`src/rtl/fb_scanout_reader.sv`:
```
// Framebuffer scan-out reader: walks a frame in raster order, issues credit-limited
// reads and streams the returned pixels through a small FIFO with SOF/EOL markers.
module fb_scanout_reader #(
  parameter int H_ACTIVE   = 1920,
  parameter int V_ACTIVE   = 1080,
  parameter int RD_LATENCY = 2,
  parameter int FIFO_DEPTH = 8
) (
  input  logic        clk,
  input  logic        reset_n,
  input  logic        start,
  output logic        busy,
  output logic        done,
  output logic [20:0] fb_rd_addr,
  output logic        fb_rd_en,
  input  logic [23:0] fb_rd_data,
  output logic [23:0] pix_data,
  output logic        pix_valid,
  input  logic        pix_ready,
  output logic        pix_sof,
  output logic        pix_eol
);

  localparam int CW = $clog2(FIFO_DEPTH) + 1;
  localparam int IW = $clog2(RD_LATENCY + 1);
  localparam int AW = $clog2(FIFO_DEPTH);
  localparam int SW = CW + 1;

  typedef enum logic [1:0] {IDLE, ISSUE, DRAIN} state_t;

  state_t                r_state;
  state_t                w_nextState;
  logic [10:0]           r_rdX;
  logic [10:0]           r_rdY;
  logic [20:0]           r_rdAddr;
  logic [RD_LATENCY-1:0] r_pipeValid;
  logic [RD_LATENCY-1:0] r_pipeSof;
  logic [RD_LATENCY-1:0] r_pipeEol;
  logic [IW-1:0]         r_inflight;
  logic [CW-1:0]         r_count;
  logic [AW-1:0]         r_wrPtr;
  logic [AW-1:0]         r_rdPtr;
  logic [23:0]           r_memData [FIFO_DEPTH];
  logic [FIFO_DEPTH-1:0] r_memSof;
  logic [FIFO_DEPTH-1:0] r_memEol;

  logic w_credit;
  logic w_issue;
  logic w_lastX;
  logic w_lastY;
  logic w_push;
  logic w_pop;

  // A read may only go out if its data is guaranteed a FIFO slot on return.
  assign w_credit = (SW'(r_count) + SW'(r_inflight) + SW'(1)) <= SW'(FIFO_DEPTH);
  assign w_issue  = (r_state == ISSUE) && w_credit;
  assign w_lastX  = (r_rdX == 11'(H_ACTIVE - 1));
  assign w_lastY  = (r_rdY == 11'(V_ACTIVE - 1));
  assign w_push   = r_pipeValid[RD_LATENCY-1];
  assign w_pop    = pix_valid && pix_ready;

  assign fb_rd_en   = w_issue;
  assign fb_rd_addr = r_rdAddr;
  assign pix_valid  = (r_count != '0);
  assign pix_data   = pix_valid ? r_memData[r_rdPtr] : '0;
  assign pix_sof    = pix_valid && r_memSof[r_rdPtr];
  assign pix_eol    = pix_valid && r_memEol[r_rdPtr];

  always_comb begin
    w_nextState = r_state;
    done        = 1'b0;
    unique case (r_state)
      IDLE:  if (start) w_nextState = ISSUE;
      ISSUE: if (w_issue && w_lastX && w_lastY) w_nextState = DRAIN;
      DRAIN: begin
        if (r_inflight == '0 && r_count == '0) begin
          done        = 1'b1;
          w_nextState = IDLE;
        end
      end
      default: w_nextState = IDLE;
    endcase
    // done is decoded while still in DRAIN, so busy is masked to keep them exclusive
    busy = (r_state != IDLE) && !done;
  end

  always_ff @(posedge clk or negedge reset_n) begin
    if (!reset_n) begin
      r_state     <= IDLE;
      r_rdX       <= '0;
      r_rdY       <= '0;
      r_rdAddr    <= '0;
      r_pipeValid <= '0;
      r_pipeSof   <= '0;
      r_pipeEol   <= '0;
      r_inflight  <= '0;
      r_count     <= '0;
      r_wrPtr     <= '0;
      r_rdPtr     <= '0;
    end else begin
      r_state <= w_nextState;

      if (r_state == IDLE && start) begin
        r_rdX    <= '0;
        r_rdY    <= '0;
        r_rdAddr <= '0;
      end else if (w_issue) begin
        r_rdAddr <= r_rdAddr + 21'd1;
        if (w_lastX) begin
          r_rdX <= '0;
          r_rdY <= r_rdY + 11'd1;
        end else begin
          r_rdX <= r_rdX + 11'd1;
        end
      end

      // Markers travel beside each read so they line up with the returned data.
      r_pipeValid[0] <= w_issue;
      r_pipeSof[0]   <= w_issue && (r_rdX == '0) && (r_rdY == '0);
      r_pipeEol[0]   <= w_issue && w_lastX;
      for (int i = 1; i < RD_LATENCY; i++) begin
        r_pipeValid[i] <= r_pipeValid[i-1];
        r_pipeSof[i]   <= r_pipeSof[i-1];
        r_pipeEol[i]   <= r_pipeEol[i-1];
      end

      r_inflight <= r_inflight + IW'(w_issue) - IW'(w_push);
      r_count    <= r_count + CW'(w_push) - CW'(w_pop);
      if (w_push) r_wrPtr <= r_wrPtr + AW'(1);
      if (w_pop)  r_rdPtr <= r_rdPtr + AW'(1);
    end
  end

  always_ff @(posedge clk) begin
    if (w_push) begin
      r_memData[r_wrPtr] <= fb_rd_data;
      r_memSof[r_wrPtr]  <= r_pipeSof[RD_LATENCY-1];
      r_memEol[r_wrPtr]  <= r_pipeEol[RD_LATENCY-1];
    end
  end

endmodule
```
`config.mk`:
```
export PLATFORM = sky130hd
export DESIGN_NAME = fb_scanout_reader
export DESIGN_NICKNAME = d
export VERILOG_FILES = /design/src/rtl/fb_scanout_reader.sv
export SDC_FILE = /design/constraint.sdc
export NUM_CORES = 1
export LEC_CHECK = 0
export BUFFER_PORTS_ARGS = -buffer_cell sky130_fd_sc_hd__buf_2
export CAP_MARGIN = 40
export CORE_UTILIZATION = 50
export CTS_BUF_LIST = sky130_fd_sc_hd__clkbuf_4
export CTS_CLUSTER_DIAMETER = 50
export DETAILED_ROUTE_END_ITERATION = 10
export GPL_TIMING_DRIVEN = 0
export PLACE_DENSITY_LB_ADDON = 0.1
export SYNTH_ARGS = -nofsm -noshare
export SYNTH_HDL_FRONTEND = slang
export SYNTH_SLANG_ARGS = --single-unit
```
`constraint.sdc`:
```
create_clock -name clk -period 3.62 [get_ports clk]
set_input_delay 0.543 -clock clk [delete_from_list [all_inputs] [get_ports clk]]
set_output_delay 0.543 -clock clk [all_outputs]
set_load 0.02 [all_outputs]
```
==> key figures, run 1 <==
Status
  • Status: finished, violations left
  • Failing checks: DRC

Critical path
  • CP max FO: 9
  • R2R Path End: r_count[2]
  • CP startpoint kind: flip-flop
  • Crit path DAT: about 2.8 ns
  • Reg2reg path depth: 12
  • Worst EP required: between 3 and 4 ns
  • Worst reg-to-reg setup slack: 0.70 ns
  • Reg2reg start: r_count[2]
  • Crit path kind: reg -> out
  • Worst Setup End Kind: output pin

Worst hold path
  • Worst Hold Depth: 1
  • HP Class: in -> reg
  • Worst Hold Launch: fb_rd_data[6]
  • Hold-critical path endpoint: r_memData[2][6]

Final layout
  • Post-Layout Cell Count: 1182
  • Area grow syn2layout: 17.2%
  • Nets: 897
  • Share of cells above drive strength 1: 0.308
  • Fillers: 1681

Detailed routing
  • Vias/cell: about 5.7
  • DRT iter0 DRCs: 387
  • Post-DR wirelength/cell: 19.6 um
  • DRC errors left: 8
  • DRT antenna net count: 0
  • WL final: 23100 um
  • Vias: 6703
  • Drt first pass iters: 7

Global routing
  • All-Layer GR Usage: 0.208
  • First-pass GRT wire length: 36900 um
  • Vias in the first global route: 7208
  • Global route overflow: 0
  • Initial antenna violation count: 2
  • Pin count of the biggest net entering global routing: 34

Timing
  • Post-route setup TNS: 0 ns
  • Worst slew margin: 0.458
  • Tcrit/Tclk final: 0.927
  • Hold Vio Cnt, Final: 0
  • Worst Max-Slew Pin Slew: 0.806 ns
  • Max-slew violation total from the final report: 0
  • RSZ-0062 raised after global routing: false
  • Final setup viols: 0
  • Min cycle time layout: 3.36 ns
  • Fmax achieved: 0.298 GHz
  • Clock skew: roughly 0.032 ns

Yosys
  • Number of synthesized flops with an enable pin: 208
  • Mapped Nets: 733
  • Unique masters post-synth: 50
  • Post-Syn Instances: 687
  • Mapped Area: about 11000 sq um
  • Xor and xnor area share after synthesis: 0.00698
  • Register area share after synthesis: 0.693
  • Largest family of logic cells by synthesized area: multiplexers
  • Top_reg_cell synth: edfxtp_1
  • Avg Inst Size Synth: 16.4 sq um
  • Top cells by area, synth: edfxtp_1 (55%), dfrtp_1 (14%), mux4_2 (10%), mux2i_1 (3.0%), ha_1 (1.9%)
  • Yosys reg bits: 271
  • Post-synthesis mux area share: 0.136
  • Synth Area in Compound Gates: 0.0408
  • Share of the synthesized area in the top cell type: 0.553
  • Ys async rst share: 0.232
  • Post-Synth Adder-Cell Area: 0.0206
  • Cell taking the most area after synthesis: edfxtp_1
  • Synth warn: 0
  • Simple-gate area share of the yosys netlist: 0.0838

Place
  • DP Cell Count: 1060
  • Buffers on Ports: 78
  • Dpl hpwl: 15400 um
  • RD Place Congestion: 0.808

Power
  • P_leak: 0.00492 uW
  • Tot Pwr: 11200 uW
  • Peak VDD IR: 383 uV
  • Pwr dens: roughly 850 nW/um^2

Clocking
  • Worst-skew pair later-pin latency: 0.66 ns
  • TritonCTS clock tree: yes
  • Num CTS Buffers: between 60 and 70
  • H-tree depth: 3
  • Clock root buffer: clkbuf_4
  • Clk slew on worst S/H paths: 0.07 ns
  • CTS Buffer Depth: 3
  • Clock Sinks: between 200 and 300
  • Postcts setup bufs: 0

Floorplanning
  • Core Footprint: 22000 sq um
  • Die area: between 20000 and 25000 sq um
  • Row count: 54
  • Die Height: 152 um
  • I/O pin total: 79
  • Die span in x: 152 um
  • Initial Util: 0.514

Flow run
  • Max Cap Violations: 0
==> routing by layer <==
layer | vias to the layer above | routed length [um] | GRT usage
li1 | 3089 | - | -
met1 | 3377 | 9410 | 0.258
met2 | 209 | 11900 | 0.356
met3 | 28 | 1520 | 0.0540
met4 | 0 | 286 | 0.0680
met5 | - | 0 | 0
==> cells in the mapped netlist, types with 2 or more instances <==
master,instances
a21o_1,2
a21oi_1,31
a31o_2,2
and2_1,3
and3_1,6
and3b_1,2
and4_1,2
buf_1,5
buf_2,10
clkbuf_1,16
dfrtp_1,63
edfxtp_1,208
ha_1,17
inv_1,19
mux2_2,2
mux2i_1,34
mux4_2,52
nand2_1,33
nand2b_1,6
nand3_1,21
nand3b_1,3
nand4_1,13
nor2_1,41
nor2b_1,2
nor3_1,3
nor4_1,3
nor4b_1,3
o21ai_0,17
o31ai_1,15
or3_1,12
or4_1,15
xnor2_1,6
xor2_1,3
==> timing repair <==
item / 4_1_cts / 5_1_grt
setup endpoints to repair: 1 / 4
hold endpoints to repair: 30 / 0
hold buffers: 1 / 0
resized for setup: 1 / 1
==> stage by stage <==
step           setup slack (ns)  hold slack [ns]  cell area, sq um   util
6_report                  0.263            0.155             13200  0.603
5_1_grt                  0.0357            0.103             13200  0.603
2_1_floorplan             0.781            0.247             11300      -
3_3_place_gp             -0.984            0.334             12000  0.548
3_5_place_dp              0.506            0.337             12300  0.562
4_1_cts                 0.00802           0.0963             13200  0.603
==> cells by family (layout without fill, tap and decap cells) <==
family | count (synthesis) | count (layout)
AOI/OAI and AO/OA | 75 | 75
adders and majority gates | 18 | 18
xor gates and xnor gates | 9 | 9
other | 0 | 2
DFF | 271 | 271
and+or+nand+nor | 174 | 174
buffers and inverters | 52 | 265
muxes | 88 | 88
==> cell usage in the layout, fill, tap and decap left out, types with 4 or more instances in the layout <==
cell / instances
nand4_1: 13
buf_2: 88
clkbuf_4: 94
a21oi_1: 31
xnor2_1: 6
o31ai_1: 15
nand2b_1: 6
clkinv_1: 18
nor2_1: 35
and3_1: 6
o21ai_0: 17
nor2_4: 6
mux4_2: 52
ha_1: 17
buf_12: 4
mux2i_1: 34
nand3_1: 21
or3_1: 12
inv_1: 19
edfxtp_1: 208
buf_1: 5
buf_6: 7
dfrtp_1: 63
nand2_1: 33
or4_1: 15
clkbuf_1: 15
==> layout make-up <==
cell class                      count  area, sq um  area share
Clock buffer                       94          706      0.0533
Buffer                             31          136      0.0103
Tap cell                          280          350      0.0265
Multi-Input combinational cell    364         3310       0.250
Antenna cell                        2         5.00    0.000378
Sequential cell                   271         7820       0.591
Inverter                           20         77.6     0.00586
Timing Repair Buffer               94          646      0.0488
Clock inverter                     26          186      0.0141
==> registers in the layout, summed over array words and instances, names as in the netlist <==
register and count:
r_rdX 11, r_rdPtr 3, r_memSof 8, r_memEol 8, r_wrPtr 3, fb_rd_addr 21, r_rdY 11, r_pipeSof 2
r_pipeValid 2, r_state 2, r_count 4, r_pipeEol 2, r_inflight 2, r_memData 192
==> critical path: stages (launching register included) <==
cell	delay (ns)
dfrtp_1	0.44
inv_1	0.11
ha_1	0.16
and3_1	0.49
inv_1	0.16
or3_1	0.38
nor3b_1	0.24
buf_2	0.21
==> power breakdown <==
group | total (uW) | internal [uW] | switching (uW)
Combinational | 4320 | 1710 | 2610
Clock | 2590 | 1420 | 1170
Sequential | 4320 | 4000 | 321
==> how the worst max path moves through the flow <==
stage | cells after the start | startpoint | slack, ns | end
detailed placement | 13 | r_count[2] | 0.51 | r_count[1]
global placement | 2 | r_pipeValid[1] | -0.98 | r_memData[1][9]
CTS | 8 | r_count[2] | 0.008 | done
floorplan | 2 | r_wrPtr[0] | 0.78 | r_memData[0][0]
finish | 7 | r_count[2] | 0.26 | done
global route | 6 | r_rdPtr[0] | 0.04 | pix_data[5]
Note: power is estimated with default switching activity, not from simulation.
==> run 2: changes to the inputs <==
- REMOVE_ABC_BUFFERS: unset -> 1
==> run 2 against run 1 <==
Against the previous run: the flow still finishes with violations (DRC); critical endpoint is now fb_rd_en; combinational power down 4%; critical path depth is 1 lower; via count is 0.46% lower.
==> key figures, run 2 (same netlist as run 1, synthesis figures left out) <==
Final layout
  • Area grow syn2layout: 17.4% (was 17.2%)
  • Largest register FFs: 192 (unchanged)
  • Register bank with the most flops: r_memData (unchanged)
  • Share of cells above drive strength 1: 0.322 (was 0.308)
  • Most frequent cells in the layout: edfxtp_1 (208), clkbuf_4 (101), buf_2 (78), dfrtp_1 (60), mux4_2 (52) (was edfxtp_1 (208), clkbuf_4 (94), buf_2 (88), dfrtp_1 (63), mux4_2 (52))
  • Final design area excluding fillers: 13300 sq um (was 13200 sq um)
  • Nets: 874 (was 897)
  • Most common cell after layout, fill and taps aside: edfxtp_1 (unchanged)
  • Fillers: 1684 (was 1681)

Worst hold path
  • HP Class: in -> reg (unchanged)
  • Worst Hold Depth: 1 (unchanged)

Timing
  • Worst slew margin: 0.408 (was 0.458)
  • Tcrit/Tclk final: 0.937 (was 0.927)
  • Hold Vio Cnt, Final: 0 (unchanged)
  • Worst Max-Slew Pin Slew: 0.865 ns (was 0.806 ns)
  • Fmax achieved: 0.295 GHz (was 0.298 GHz)
  • Final setup viols: 0 (unchanged)
  • Min Hold Slack: 0.166 ns (was 0.155 ns)
  • Clock skew: 0.0355 ns (was 0.0320 ns)
  • Min cycle time layout: 3.39 ns (was 3.36 ns)
  • RSZ-0062 raised after global routing: false (unchanged)
  • Max-slew violation total from the final report: 0 (unchanged)

Clocking
  • Clk slew on worst S/H paths: 0.06 ns (was 0.07 ns)
  • Num CTS Buffers: 72 (was 69)
  • TritonCTS clock tree: yes (unchanged)
  • CTS Buffer Depth: 3 (unchanged)
  • H-tree depth: 3 (unchanged)
  • Clock root buffer: clkbuf_4 (unchanged)
  • Worst-skew pair later-pin latency: 0.64 ns (was 0.66 ns)
  • Clock Sinks: 271 (unchanged)
  • Postcts setup bufs: 0 (unchanged)

Place
  • DP Area: 12300 sq um (about the same)
  • Dpl hpwl: 14300 um (was 15400 um)
  • Buffers on Ports: 78 (unchanged)
  • RD Place Congestion: 0.815 (was 0.808)

Global routing
  • Vias in the first global route: 7178 (was 7208)
  • GR peak layer: met2 (unchanged)
  • First-pass GRT wire length: 38200 um (was 36900 um)
  • Met1 GRT Util: 0.259 (was 0.258)
  • Global route overflow: 0 (unchanged)
  • Initial antenna violation count: 2 (unchanged)
  • Met3 usage: 0.0501 (was 0.0540)
  • Met2 Use GR: 0.379 (was 0.356)
  • Pin count of the biggest net entering global routing: 35 (was 34)
  • All-Layer GR Usage: 0.216 (was 0.208)

Detailed routing
  • Drt first pass iters: 8 (was 7)
  • Vias/cell: 5.76 (was 5.67)
  • Vias: 6672 (was 6703)
  • DRT antenna net count: 0 (unchanged)
  • Post-DR wirelength/cell: 20.5 um (was 19.6 um)
  • WL final: 23800 um (was 23100 um)
  • DRT iter0 DRCs: 267 (was 387)
  • DRC errors left: 6 (was 8)

Critical path
  • CP startpoint kind: flip-flop (unchanged)
  • Crit path DAT: 2.85 ns (was 2.81 ns)
  • Reg2reg path depth: 11 (was 12)
  • CP max FO: 16 (was 9)
  • Worst Setup End Kind: output pin (unchanged)
  • Crit path kind: reg -> out (unchanged)
  • Worst EP required: 3.08 ns (about the same)

Floorplanning
  • Die area: 23200 sq um (unchanged)
  • Die Height: 152 um (unchanged)
  • Row count: 54 (unchanged)
  • I/O pin total: 79 (unchanged)
  • Die span in x: 152 um (unchanged)
  • Initial Util: 0.514 (unchanged)
  • Core Footprint: 22000 sq um (unchanged)

Status
  • Status: finished, violations left (unchanged)
  • Failing checks: DRC (unchanged)

Power
  • Pwr dens: 853 nW/um^2 (was 848 nW/um^2)
  • P_leak: 0.00493 uW (was 0.00492 uW)
  • Peak VDD IR: 569 uV (was 383 uV)

Flow run
  • Max Cap Violations: 0 (unchanged)
## run 2: layout make-up
type	count	area [sq um]	area share
antenna	1	2.50	0.000189
inverter	20	76.3	0.00576
tap	280	350	0.0264
clock buffer	101	758	0.0572
clock inverter	23	145	0.0110
sequential	271	7830	0.591
timing repair buffer	97	741	0.0559
multi-input combinational	366	3350	0.253
## run 2: repair_timing
action                                 4_1_cts  5_1_grt
resized for setup                            3        1
endpoints found under the hold margin       20        0
pin swaps                                    1        1
setup endpoints to repair                    3        1
cloned                                       1        1
hold buffers                                 1        0
## run 2: per-stage QoR
stage / power (uW) / std cells / setup TNS (ns) / worst slack [ns] / utilization
after floorplan: 7130 / 655 / 0 / 0.0102 / -
after CTS: 11400 / 1157 / 0 / 0.000836 / 0.603
after detailed placement: 8630 / 1031 / 0 / 0.0407 / 0.560
final: 11300 / 1159 / 0 / 0.229 / 0.603
after global placement: 8300 / 1013 / -92.31 / -1.20 / 0.541
after global routing: 12000 / 1159 / 0 / 0.0438 / 0.603
## run 2: worst paths after layout
check,to,start,slack [ns]
setup / recovery,fb_rd_en,r_count[1],0.23
hold / removal,r_memData[2][16],fb_rd_data[16],0.17
setup reg to reg,r_count[2],r_count[2],0.83
hold reg to reg,r_pipeEol[1],r_pipeEol[0],0.34
max in group asynchronous,r_rdX[3],reset_n,2.41
min in group asynchronous,fb_rd_addr[6],reset_n,0.54
## run 2: worst max-delay path, cell delays in order, from the launching register on
cell and delay (ns):
dfrtp_1 0.44, ha_1 0.38, nand3b_1 0.11, a21oi_1 0.46, a211o_4 0.35, clkinv_2 0.24, buf_2 0.23
## run 2: report_power, final
part           switching, uW  internal [uW]
Clock                   1200           1430
Combinational           2430           1720
Sequential               513           4000
Total                   4140           7160
## run 2: layer usage
metal / wire length [um] / part of all wire / up-vias
li1: - / - / 3049
met4: 334 / 0.014 / 2
met1: 9640 / 0.40 / 3414
met5: 13 / 0.00055 / -
met3: 1190 / 0.050 / 26
met2: 12600 / 0.53 / 181
==> run 3: changes to the inputs <==
--- a/config.mk
+++ b/config.mk
@@ -9,2 +9,3 @@
 export CAP_MARGIN = 40
+export CORE_ASPECT_RATIO = 1.2
 export CORE_UTILIZATION = 50
--- a/constraint.sdc
+++ b/constraint.sdc
@@ -3,2 +3,2 @@
 set_output_delay 0.543 -clock clk [all_outputs]
-set_load 0.02 [all_outputs]
+set_load 0.1 [all_outputs]
==> run 3 against run 2 <==
Against the previous run: the flow still finishes with violations (DRC); via count is 1.5% lower; routed wire length shrank 2.8%; non-clock buffer count is 1 higher; cell count fell by 1.1%; worst setup slack got worse by 0.0060 ns; final area is 0.37% lower; hold slack better by 0.0044 ns; fmax decreased by 0.18%; clock-buffer cell count fell by 1; register-to-register slack better by 0.11 ns; clock skew is 0.0035 ns higher.
==> key figures, run 3 (same netlist as run 1, synthesis figures left out) <==
Final layout
  • Nets: 871 (was 874)
  • Area grow syn2layout: 16.9% (was 17.4%)
  • Most frequent cells in the layout: edfxtp_1 (208), clkbuf_4 (100), buf_2 (76), dfrtp_1 (60), mux4_2 (52) (was edfxtp_1 (208), clkbuf_4 (101), buf_2 (78), dfrtp_1 (60), mux4_2 (52))
  • Share of cells above drive strength 1: 0.323 (was 0.322)
  • Area taken by multi-input logic gates: 3350 sq um (unchanged)
  • Most common cell after layout, fill and taps aside: edfxtp_1 (unchanged)
  • Fillers: 1695 (was 1684)
  • Reg area: 7830 sq um (unchanged)
  • Register bank with the most flops: r_memData (unchanged)
  • Largest register FFs: 192 (unchanged)

Global routing
  • Global route overflow: 0 (unchanged)
  • Initial antenna violation count: 2 (unchanged)
  • Vias in the first global route: 7206 (was 7178)
  • Pin count of the biggest net entering global routing: 39 (was 35)
  • First-pass GRT wire length: 37300 um (was 38200 um)
  • All-Layer GR Usage: 0.209 (was 0.216)

Place
  • Buffers on Ports: 78 (unchanged)
  • RD Place Congestion: 0.826 (was 0.815)
  • Dpl hpwl: 13900 um (was 14300 um)

Clocking
  • Clock Sinks: 271 (unchanged)
  • H-tree depth: 3 (unchanged)
  • Clock root buffer: clkbuf_4 (unchanged)
  • Worst-skew pair later-pin latency: 0.64 ns (about the same)
  • TritonCTS clock tree: yes (unchanged)
  • Clk slew on worst S/H paths: 0.07 ns (was 0.06 ns)
  • CTS Buffer Depth: 3 (unchanged)
  • Num CTS Buffers: 68 (was 72)

Critical path
  • Worst path cell trace: inv_1 -> ha_1 -> and3_2 -> inv_1 -> or3_1 -> nor3b_1 -> buf_4 (was ha_1 -> nand3b_1 -> a21oi_1 -> a211o_4 -> clkinv_2 -> buf_2)
  • Most prevalent standard cell on the critical path: inv_1
  • CP Buf/Inv Count: 3 (was 2)
  • Crit path DAT: 2.85 ns (about the same)
  • Worst EP required: 3.08 ns (about the same)
  • Crit path kind: reg -> out (unchanged)
  • Largest stage delay, worst path: 0.45 ns (was 0.46 ns)
  • CP startpoint kind: flip-flop (unchanged)
  • CP delay by family, top: simple AND/OR/NAND/NOR gates (was compound AO/OA/AOI/OAI gates)
  • CP max-delay cell: dfrtp_1 (was a21oi_1)
  • CP max FO: 10 (was 16)
  • Worst Setup End Kind: output pin (unchanged)

Floorplanning
  • Die area: 23200 sq um (about the same)
  • I/O pin total: 79 (unchanged)
  • Row count: 59 (was 54)
  • Core Footprint: 21900 sq um (was 22000 sq um)
  • Die span in x: 139 um (was 152 um)
  • Initial Util: 0.515 (was 0.514)
  • Die Height: 167 um (was 152 um)

Detailed routing
  • DRT antenna net count: 0 (unchanged)
  • DRT iter0 DRCs: 335 (was 267)
  • WL final: 23100 um (was 23800 um)
  • DRC errors left: 6 (unchanged)
  • Post-DR wirelength/cell: 20.2 um (was 20.5 um)
  • Drt first pass iters: 8 (unchanged)
  • Vias/cell: 5.74 (was 5.76)
  • Vias: 6575 (was 6672)

Timing
  • Final setup viols: 0 (unchanged)
  • Max-slew violation total from the final report: 0 (unchanged)
  • Fmax achieved: 0.294 GHz (was 0.295 GHz)
  • Worst Max-Slew Pin Slew: 0.839 ns (was 0.865 ns)
  • Hold Vio Cnt, Final: 0 (unchanged)
  • RSZ-0062 raised after global routing: false (unchanged)
  • Clock skew: 0.0390 ns (was 0.0355 ns)
  • Min Hold Slack: 0.171 ns (was 0.166 ns)
  • Min cycle time layout: 3.40 ns (was 3.39 ns)
  • Worst slew margin: 0.438 (was 0.408)
  • Tcrit/Tclk final: 0.938 (was 0.937)

Status
  • Status: finished, violations left (unchanged)
  • Failing checks: DRC (unchanged)

Flow run
  • Max Cap Violations: 0 (unchanged)

Worst hold path
  • HP Class: in -> reg (unchanged)
## run 3: what timing repair did
| item | 4_1_cts | 5_1_grt |
|---|---|---|
| buffers inserted | 0 | 1 |
| hold buffers | 1 | 0 |
| resized for setup | 4 | 4 |
| setup endpoints to repair | 2 | 3 |
| cloned | 1 | 1 |
| hold endpoints to repair | 25 | 0 |
| pin swaps | 1 | 1 |
## run 3: through the flow
stage                     setup slack (ns)  instance area, sq um  setup TNS [ns]  cells  utilization
after floorplan                      -1.45                 11100          -28.05    655            -
final                                0.223                 13200               0   1146        0.602
after global routing                0.0117                 13200               0   1146        0.602
after CTS                          0.00676                 13200               0   1143        0.600
after global placement               -1.25                 11900          -88.64   1007        0.542
after detailed placement           -0.0202                 12300         -0.0202   1025        0.560
## run 3: area by class of cell
cell class | count | share of cell area
flip-flops and latches | 271 | 0.593
multi-input cells | 366 | 0.254
repair buffers | 98 | 0.0576
clock buffers | 100 | 0.0569
well taps | 274 | 0.0260
clock inverters | 16 | 0.00692
inverters | 20 | 0.00578
diodes | 1 | 0.000190
## run 3: metal layers
| metal | part of all wire | GRT usage | up-vias | wire length [um] |
|---|---|---|---|---|
| met3 | 0.051 | 0.0546 | 40 | 1190 |
| met1 | 0.40 | 0.246 | 3334 | 9270 |
| li1 | - | - | 3032 | - |
| met5 | 0.00056 | 0 | - | 13 |
| met2 | 0.53 | 0.369 | 167 | 12300 |
| met4 | 0.016 | 0.0783 | 2 | 363 |
## run 3: worst paths after layout
path / start / endpoint / slack [ns] / depth (start not counted)
max: r_count[2] / done / 0.22 / 7
min: fb_rd_data[23] / r_memData[2][23] / 0.17 / 1
max reg2reg: r_count[2] / r_count[1] / 0.94 / 11
min reg2reg: r_pipeEol[0] / r_pipeEol[1] / 0.35 / 0
max in group asynchronous: reset_n / r_pipeEol[0] / 2.50 / 3
min in group asynchronous: reset_n / r_count[2] / 0.46 / 2
## run 3: worst register-to-register path, delay by kind of cell, from the launching register on
family / cells / cell delay, ns
flip-flops: 1 / 0.45
buffers and inverters: 5 / 0.39
AND/OR/NAND/NOR: 2 / 0.63
adder cells (fa/ha/maj): 4 / 1.09
Power of run 3 is not shown: default switching activity piles up to over one toggle a cycle in this logic, so the estimate is an artifact.
